**src/rtl/vc_dest_arbiter_if.sv**
```systemverilog
// FIFO-side bundle of the VC/destination arbiter: VC FIFO heads and flags,
// destination FIFO flags, and the pop/push/data signals the arbiter drives.
interface vc_dest_arbiter_if #(
  parameter int DATA_SIZE = 10
);
  logic                 vc0_empty;
  logic                 vc1_empty;
  logic [DATA_SIZE-1:0] vc0_data;
  logic [DATA_SIZE-1:0] vc1_data;
  logic                 d0_almost_full;
  logic                 d1_almost_full;
  logic                 d0_empty;
  logic                 d1_empty;
  logic                 pop_vc0;
  logic                 pop_vc1;
  logic                 push_d0;
  logic                 push_d1;
  logic [DATA_SIZE-1:0] data_out;

  // Arbiter side
  modport master (
    input  vc0_empty, vc1_empty, vc0_data, vc1_data,
    input  d0_almost_full, d1_almost_full, d0_empty, d1_empty,
    output pop_vc0, pop_vc1, push_d0, push_d1, data_out
  );

  // FIFO side
  modport slave (
    output vc0_empty, vc1_empty, vc0_data, vc1_data,
    output d0_almost_full, d1_almost_full, d0_empty, d1_empty,
    input  pop_vc0, pop_vc1, push_d0, push_d1, data_out
  );
endinterface

```
**src/rtl/vc_dest_arbiter.sv**
```systemverilog
// Arbiter between virtual-channel FIFOs VC0/VC1 and destination FIFOs D0/D1.
// Holds the FIFO thresholds (loaded in INIT), pops VC0 with strict priority
// over VC1, steers each word by its dest bit, honours destination
// almost-full backpressure and flags idle once the datapath has drained.
module vc_dest_arbiter #(
  parameter int DATA_SIZE = 10,
  parameter int DEST_BIT  = 8,
  parameter int TH_SIZE   = 4
) (
  input  logic               clk,
  input  logic               reset_L,
  input  logic               init,
  input  logic [TH_SIZE-1:0] afVC_in,
  input  logic [TH_SIZE-1:0] aeVC_in,
  input  logic [TH_SIZE-1:0] afD_in,
  input  logic [TH_SIZE-1:0] aeD_in,
  vc_dest_arbiter_if.master  fifo,
  output logic [TH_SIZE-1:0] afVC,
  output logic [TH_SIZE-1:0] aeVC,
  output logic [TH_SIZE-1:0] afD,
  output logic [TH_SIZE-1:0] aeD,
  output logic               idle,
  output logic [1:0]         state
);

  typedef enum logic [1:0] {
    ST_RESET  = 2'd0,
    ST_INIT   = 2'd1,
    ST_IDLE   = 2'd2,
    ST_ACTIVE = 2'd3
  } state_t;

  state_t               state_q;
  state_t               state_next;

  logic                 pop0;
  logic                 pop1;
  logic                 any_pop;
  logic                 head0_blocked;
  logic                 head1_blocked;
  logic [DATA_SIZE-1:0] pop_word;

  // Stage 1 registers: word and its push strobe, one cycle after the pop.
  logic [DATA_SIZE-1:0] data_p1;
  logic                 push0_p1;
  logic                 push1_p1;
  logic                 idle_q;

  logic [TH_SIZE-1:0]   af_vc_q;
  logic [TH_SIZE-1:0]   ae_vc_q;
  logic [TH_SIZE-1:0]   af_d_q;
  logic [TH_SIZE-1:0]   ae_d_q;

  // Arbitration: VC0 wins unless empty or its head's destination is almost full
  always_comb begin
    head0_blocked = fifo.vc0_data[DEST_BIT] ? fifo.d1_almost_full : fifo.d0_almost_full;
    head1_blocked = fifo.vc1_data[DEST_BIT] ? fifo.d1_almost_full : fifo.d0_almost_full;
    pop0          = 1'b0;
    pop1          = 1'b0;
    if (state_q == ST_ACTIVE && !init) begin
      pop0 = !fifo.vc0_empty && !head0_blocked;
      pop1 = !fifo.vc1_empty && !head1_blocked && !pop0;
    end
    any_pop  = pop0 | pop1;
    pop_word = pop0 ? fifo.vc0_data : fifo.vc1_data;
  end

  // Next-state logic; init from any operating state returns to INIT
  always_comb begin
    state_next = state_q;
    case (state_q)
      ST_RESET:  state_next = ST_INIT;
      ST_INIT:   if (!init) state_next = ST_IDLE;
      ST_IDLE: begin
        if (init)
          state_next = ST_INIT;
        else if (!fifo.vc0_empty || !fifo.vc1_empty)
          state_next = ST_ACTIVE;
      end
      ST_ACTIVE: begin
        if (init)
          state_next = ST_INIT;
        else if (fifo.vc0_empty && fifo.vc1_empty && !any_pop)
          state_next = ST_IDLE;
      end
      default:   state_next = ST_RESET;
    endcase
  end

  // State register
  always_ff @(posedge clk or negedge reset_L) begin
    if (!reset_L) state_q <= ST_RESET;
    else          state_q <= state_next;
  end

  // Threshold registers track the inputs on every edge spent in INIT
  always_ff @(posedge clk or negedge reset_L) begin
    if (!reset_L) begin
      af_vc_q <= '0;
      ae_vc_q <= '0;
      af_d_q  <= '0;
      ae_d_q  <= '0;
    end else if (state_q == ST_INIT) begin
      af_vc_q <= afVC_in;
      ae_vc_q <= aeVC_in;
      af_d_q  <= afD_in;
      ae_d_q  <= aeD_in;
    end
  end

  // Stage 0 -> 1: register the popped word and raise the push for its destination
  always_ff @(posedge clk or negedge reset_L) begin
    if (!reset_L) begin
      data_p1  <= '0;
      push0_p1 <= 1'b0;
      push1_p1 <= 1'b0;
    end else begin
      if (any_pop) data_p1 <= pop_word;
      push0_p1 <= any_pop && !pop_word[DEST_BIT];
      push1_p1 <= any_pop &&  pop_word[DEST_BIT];
    end
  end

  // Idle: heading into IDLE with every FIFO empty and no push still in flight
  always_ff @(posedge clk or negedge reset_L) begin
    if (!reset_L) begin
      idle_q <= 1'b0;
    end else begin
      idle_q <= (state_next == ST_IDLE) && fifo.vc0_empty && fifo.vc1_empty &&
                fifo.d0_empty && fifo.d1_empty && !push0_p1 && !push1_p1;
    end
  end

  assign fifo.pop_vc0  = pop0;
  assign fifo.pop_vc1  = pop1;
  assign fifo.push_d0  = push0_p1;
  assign fifo.push_d1  = push1_p1;
  assign fifo.data_out = data_p1;
  assign afVC          = af_vc_q;
  assign aeVC          = ae_vc_q;
  assign afD           = af_d_q;
  assign aeD           = ae_d_q;
  assign idle          = idle_q;
  assign state         = state_q;

endmodule

```
**src/flat_wrapper.sv**
```systemverilog
// flat-port wrapper written by rule: the top's interface ports become plain ports
module vc_dest_arbiter_flat 
#(
  parameter int DATA_SIZE = 10,
  parameter int DEST_BIT  = 8,
  parameter int TH_SIZE   = 4
)
  (clk, reset_L, init, afVC_in, aeVC_in, afD_in, aeD_in, afVC, aeVC, afD, aeD, idle, state, fifo_vc0_empty, fifo_vc1_empty, fifo_vc0_data, fifo_vc1_data, fifo_d0_almost_full, fifo_d1_almost_full, fifo_d0_empty, fifo_d1_empty, fifo_pop_vc0, fifo_pop_vc1, fifo_push_d0, fifo_push_d1, fifo_data_out);
  vc_dest_arbiter_if #(.DATA_SIZE(DATA_SIZE)) fifo_i ();
  input  logic clk;
  input  logic reset_L;
  input  logic init;
  input  logic [TH_SIZE-1:0] afVC_in;
  input  logic [TH_SIZE-1:0] aeVC_in;
  input  logic [TH_SIZE-1:0] afD_in;
  input  logic [TH_SIZE-1:0] aeD_in;
  output logic [TH_SIZE-1:0] afVC;
  output logic [TH_SIZE-1:0] aeVC;
  output logic [TH_SIZE-1:0] afD;
  output logic [TH_SIZE-1:0] aeD;
  output logic idle;
  output logic [1:0] state;
  input wire logic [$bits(fifo_i.vc0_empty)-1:0] fifo_vc0_empty;
  input wire logic [$bits(fifo_i.vc1_empty)-1:0] fifo_vc1_empty;
  input wire logic [$bits(fifo_i.vc0_data)-1:0] fifo_vc0_data;
  input wire logic [$bits(fifo_i.vc1_data)-1:0] fifo_vc1_data;
  input wire logic [$bits(fifo_i.d0_almost_full)-1:0] fifo_d0_almost_full;
  input wire logic [$bits(fifo_i.d1_almost_full)-1:0] fifo_d1_almost_full;
  input wire logic [$bits(fifo_i.d0_empty)-1:0] fifo_d0_empty;
  input wire logic [$bits(fifo_i.d1_empty)-1:0] fifo_d1_empty;
  output wire logic [$bits(fifo_i.pop_vc0)-1:0] fifo_pop_vc0;
  output wire logic [$bits(fifo_i.pop_vc1)-1:0] fifo_pop_vc1;
  output wire logic [$bits(fifo_i.push_d0)-1:0] fifo_push_d0;
  output wire logic [$bits(fifo_i.push_d1)-1:0] fifo_push_d1;
  output wire logic [$bits(fifo_i.data_out)-1:0] fifo_data_out;
  assign fifo_i.vc0_empty = fifo_vc0_empty;
  assign fifo_i.vc1_empty = fifo_vc1_empty;
  assign fifo_i.vc0_data = fifo_vc0_data;
  assign fifo_i.vc1_data = fifo_vc1_data;
  assign fifo_i.d0_almost_full = fifo_d0_almost_full;
  assign fifo_i.d1_almost_full = fifo_d1_almost_full;
  assign fifo_i.d0_empty = fifo_d0_empty;
  assign fifo_i.d1_empty = fifo_d1_empty;
  assign fifo_pop_vc0 = fifo_i.pop_vc0;
  assign fifo_pop_vc1 = fifo_i.pop_vc1;
  assign fifo_push_d0 = fifo_i.push_d0;
  assign fifo_push_d1 = fifo_i.push_d1;
  assign fifo_data_out = fifo_i.data_out;
  vc_dest_arbiter #(.DATA_SIZE(DATA_SIZE), .DEST_BIT(DEST_BIT), .TH_SIZE(TH_SIZE)) u_core (.clk(clk), .reset_L(reset_L), .init(init), .afVC_in(afVC_in), .aeVC_in(aeVC_in), .afD_in(afD_in), .aeD_in(aeD_in), .fifo(fifo_i), .afVC(afVC), .aeVC(aeVC), .afD(afD), .aeD(aeD), .idle(idle), .state(state));
endmodule
```
**config.mk**
```make
export PLATFORM = sky130hd
export DESIGN_NAME = vc_dest_arbiter_flat
export DESIGN_NICKNAME = d
export VERILOG_FILES = /design/src/rtl/vc_dest_arbiter_if.sv /design/src/rtl/vc_dest_arbiter.sv /design/src/flat_wrapper.sv
export SDC_FILE = /design/constraint.sdc
export NUM_CORES = 1
export LEC_CHECK = 0
export BUFFER_PORTS_ARGS = -buffer_cell sky130_fd_sc_hd__buf_4
export CAP_MARGIN = 20
export CORE_UTILIZATION = 30
export DETAILED_ROUTE_END_ITERATION = 10
export GPL_ROUTABILITY_DRIVEN = 0
export REMOVE_ABC_BUFFERS = 1
export SLEW_MARGIN = 20
export SYNTH_ARGS = -nofsm -noshare
export SYNTH_HDL_FRONTEND = slang
export SYNTH_SLANG_ARGS = --single-unit
```
**constraint.sdc**
```tcl
create_clock -name clk -period 1.81 [get_ports clk]
set_clock_uncertainty 0.05 [all_clocks]
set_input_delay 0.181 -clock clk [delete_from_list [all_inputs] [get_ports clk]]
set_output_delay 0.181 -clock clk [all_outputs]
set_load 0.1 [all_outputs]
```
==> run_results.csv <==
group,metric,value,unit
power,pwr_density_cell,1436,mW/mm^2
cells_and_area,drive_gt1_frac,0.5661,
floorplanning,io_pins,78,
power,power_frac_seq,0.298,
cells_and_area,final_area,0.002118,sq mm
critical_path,crit_arrival,1.40,ns
cells_and_area,fin_util,0.4799,
grt,grt_overflow,0,
synth,synth.avg_cell_area,12.86,sq um
hold_path,hold_class,"primary input to flop",
cts,h-tree-depth,2,
critical_path,endpoint_kind,"primary output",
synth,synth_ff_type,"dfrtp_1",
sta,finalHoldViolations,0,
synth,yosysTopAreaCell,"dfrtp_1",
critical_path,cp.required,1.58,ns
cts,cts_tree,"yes",
synth,synth.distinct_cells,28,
route,ant_nets,0,
power,p_int,1.510,mW
place,place.port_buffers,77,
cells_and_area,nNetsFinal,234,
cts,ctsResizeCount,0,
floorplanning,core,0.004414,sq mm
cts,clk_path_buf_depth,2,
route,via_per_inst,4.830,
synth,yosys-top-cells-area,"dfrtp_1 (56%), mux2_2 (13%), mux2i_1 (6.5%), a2bb2oi_1 (5.7%), or3_1 (4.1%)",
place,place_ws,0.2665,ns
cells_and_area,n_antenna_cell,0,
synth,synth_edf_count,0,
power,p_sw_frac,0.5036,
sta,slew_headroom,0.7450,
synth,synth_commonest_cells,"dfrtp_1 (31), mux2_2 (16), a2bb2oi_1 (9), mux2i_1 (9), or3_1 (9)",
cts,postCtsHoldBufs,1,
power,p_total,3.042,mW
sta,period_share,0.9025,
critical_path,critPathKind,"flop to primary output",
sta,tightestPinTransition,0.3826,ns
outcome,outcome,"completed",
floorplanning,core.rowCount,24,
route,vias,1164,
grt,grt_pass1_vias,1244,
grt,grt_start_max_net_pins,32,
sta,setup_viol,0,
grt,track_usage,0.1378,
sta,rsz0062_at_grt,"no",
sta,hold-worst-slack,0.08790,ns
run,drv_cap,0,
synth,yosysSeqAreaShare,0.5586,
grt,antenna_found_initial,0,
floorplanning,die-width,70.04,microns
power,ir_drop,0.0006976,V
power,p_leak,1.052,nW
sta,layout_setup_ws,0.1764,ns
grt,grt_pass1_wl,5395,microns
cts,clkLatencyLatePin,0.27,ns
sta,fin_tns_setup,0,ns
synth,synth_most_common_cell,"dfrtp_1",
cells_and_area,nFillCells,420,
cts,cts_buffers,5,
cells_and_area,syn2layout_area_growth,52.52,%
synth,postSynthCellCount,108,
hold_path,hp-start,"afVC_in[1]",
sta,period_needed,1.634,ns
cts,clkTransAtPathRegs,0.06,ns
critical_path,critPathMaxFanout,6,
route,routed_wl,3323,microns
route,drtPass1Iterations,2,
cts,cts_sinks,31,
power,p_clk_frac,0.173,
cts,postCtsSetupBuffers,0,
route,drtIter0Drc,27,
synth,synth_seq_cells,31,
place,dp_hpwl,2603,microns
place,numPlacedInstances,233,
power,comb_power_share,0.529,
synth,netlist_area,0.001389,sq mm
sta,max_clock_freq,0.6122,GHz
critical_path,startpoint_type,"flop",
floorplanning,start_util,0.3146,
cts,root_buffer,"clkbuf_8",
floorplanning,die_h,70.04,microns
synth,ys.warnings.count,0,
cells_and_area,final_cells,241,
floorplanning,die_area,0.004906,sq mm
synth,synth_top_area_frac,0.5586,
sta,drv_slew,0,
critical_path,cp-startpoint,"u_core.state[1]",
power,power.switching,1.532,mW
place,placed_area,0.002021,sq mm
critical_path,regToRegStartpoint,"u_core.state[1]",
route,avgRoutedWirePerCell,13.79,microns
synth,async_flop_share,1.000,
route,drc_errors,0,
## routing by layer
metal | part of all wire | track usage | vias up
met2 | 0.47 | 0.2276 | 62
met4 | 0.011 | 0.04667 | 0
met5 | 0 | 0 | -
met1 | 0.41 | 0.1685 | 546
li1 | - | - | 551
met3 | 0.10 | 0.04618 | 5
## critical path: stages, from the launching register on
cell      delay (ns)
dfrtp_1         0.42
nand3b_1        0.24
nor2_1          0.18
buf_4           0.30
## cell families after synthesis
kind of cell,count (synthesis),synth area share
flip-flops,31,0.5586
AND/OR/NAND/NOR,29,0.1198
multiplexers,26,0.2054
AO/OA/AOI/OAI,14,0.08920
buffers and inverters,8,0.02702
## cell type report
class	instances	area (sq um)	share of cell area
clock buffers	6	82.58	0.03898
clock inverters	1	5.005	0.002363
inverters	1	3.754	0.001772
multi-input cells	69	575.6	0.2717
flip-flops and latches	31	775.7	0.3662
well taps	52	65.06	0.03071
repair buffers	81	610.6	0.2882
## cells in the final DEF, fill, tap and decap left out, types with 2 or more instances in the layout
cell       instances
nor3_1             2
mux2i_1            9
and3_1             2
a2bb2oi_1          9
buf_4             80
clkbuf_8           6
mux2_2            16
dfrtp_1           31
or3_1              9
nor2_1             5
nand2_1            3
## flip-flops by register name, summed over array words and instances, names as in the netlist
| register | flops |
|---|---|
| u_core.fifo.push_d0 | 1 |
| u_core.fifo.data_out | 10 |
| u_core.afVC | 4 |
| u_core.fifo.push_d1 | 1 |
| u_core.aeVC | 4 |
| u_core.state | 2 |
| u_core.afD | 4 |
| u_core.idle | 1 |
| u_core.aeD | 4 |
## worst paths after layout
path | end | slack (ns) | depth (start not counted)
worst min register to register | u_core.aeVC[0] | 0.46 | 1
worst max-delay path | fifo_pop_vc0 | 0.18 | 3
worst max register to register | u_core.aeD[3] | 0.49 | 3
max in group asynchronous | u_core.fifo.data_out[5] | 1.10 | 2
worst min-delay path | u_core.afVC[1] | 0.09 | 2
min in group asynchronous | u_core.aeVC[3] | 0.33 | 2
## power by group through the flow
| stage | sequential, mW | clock [mW] | combinational [mW] |
|---|---|---|---|
| global route | 0.921 | 0.568 | 1.65 |
| CTS | 0.909 | 0.547 | 1.62 |
| detailed placement | 0.917 | 0 | 1.62 |
| floorplan | 1.92 | 0 | 0.207 |
| global placement | 0.919 | 0 | 1.60 |
| finish | 0.907 | 0.527 | 1.61 |
Note: power is estimated with default switching activity, not from simulation.
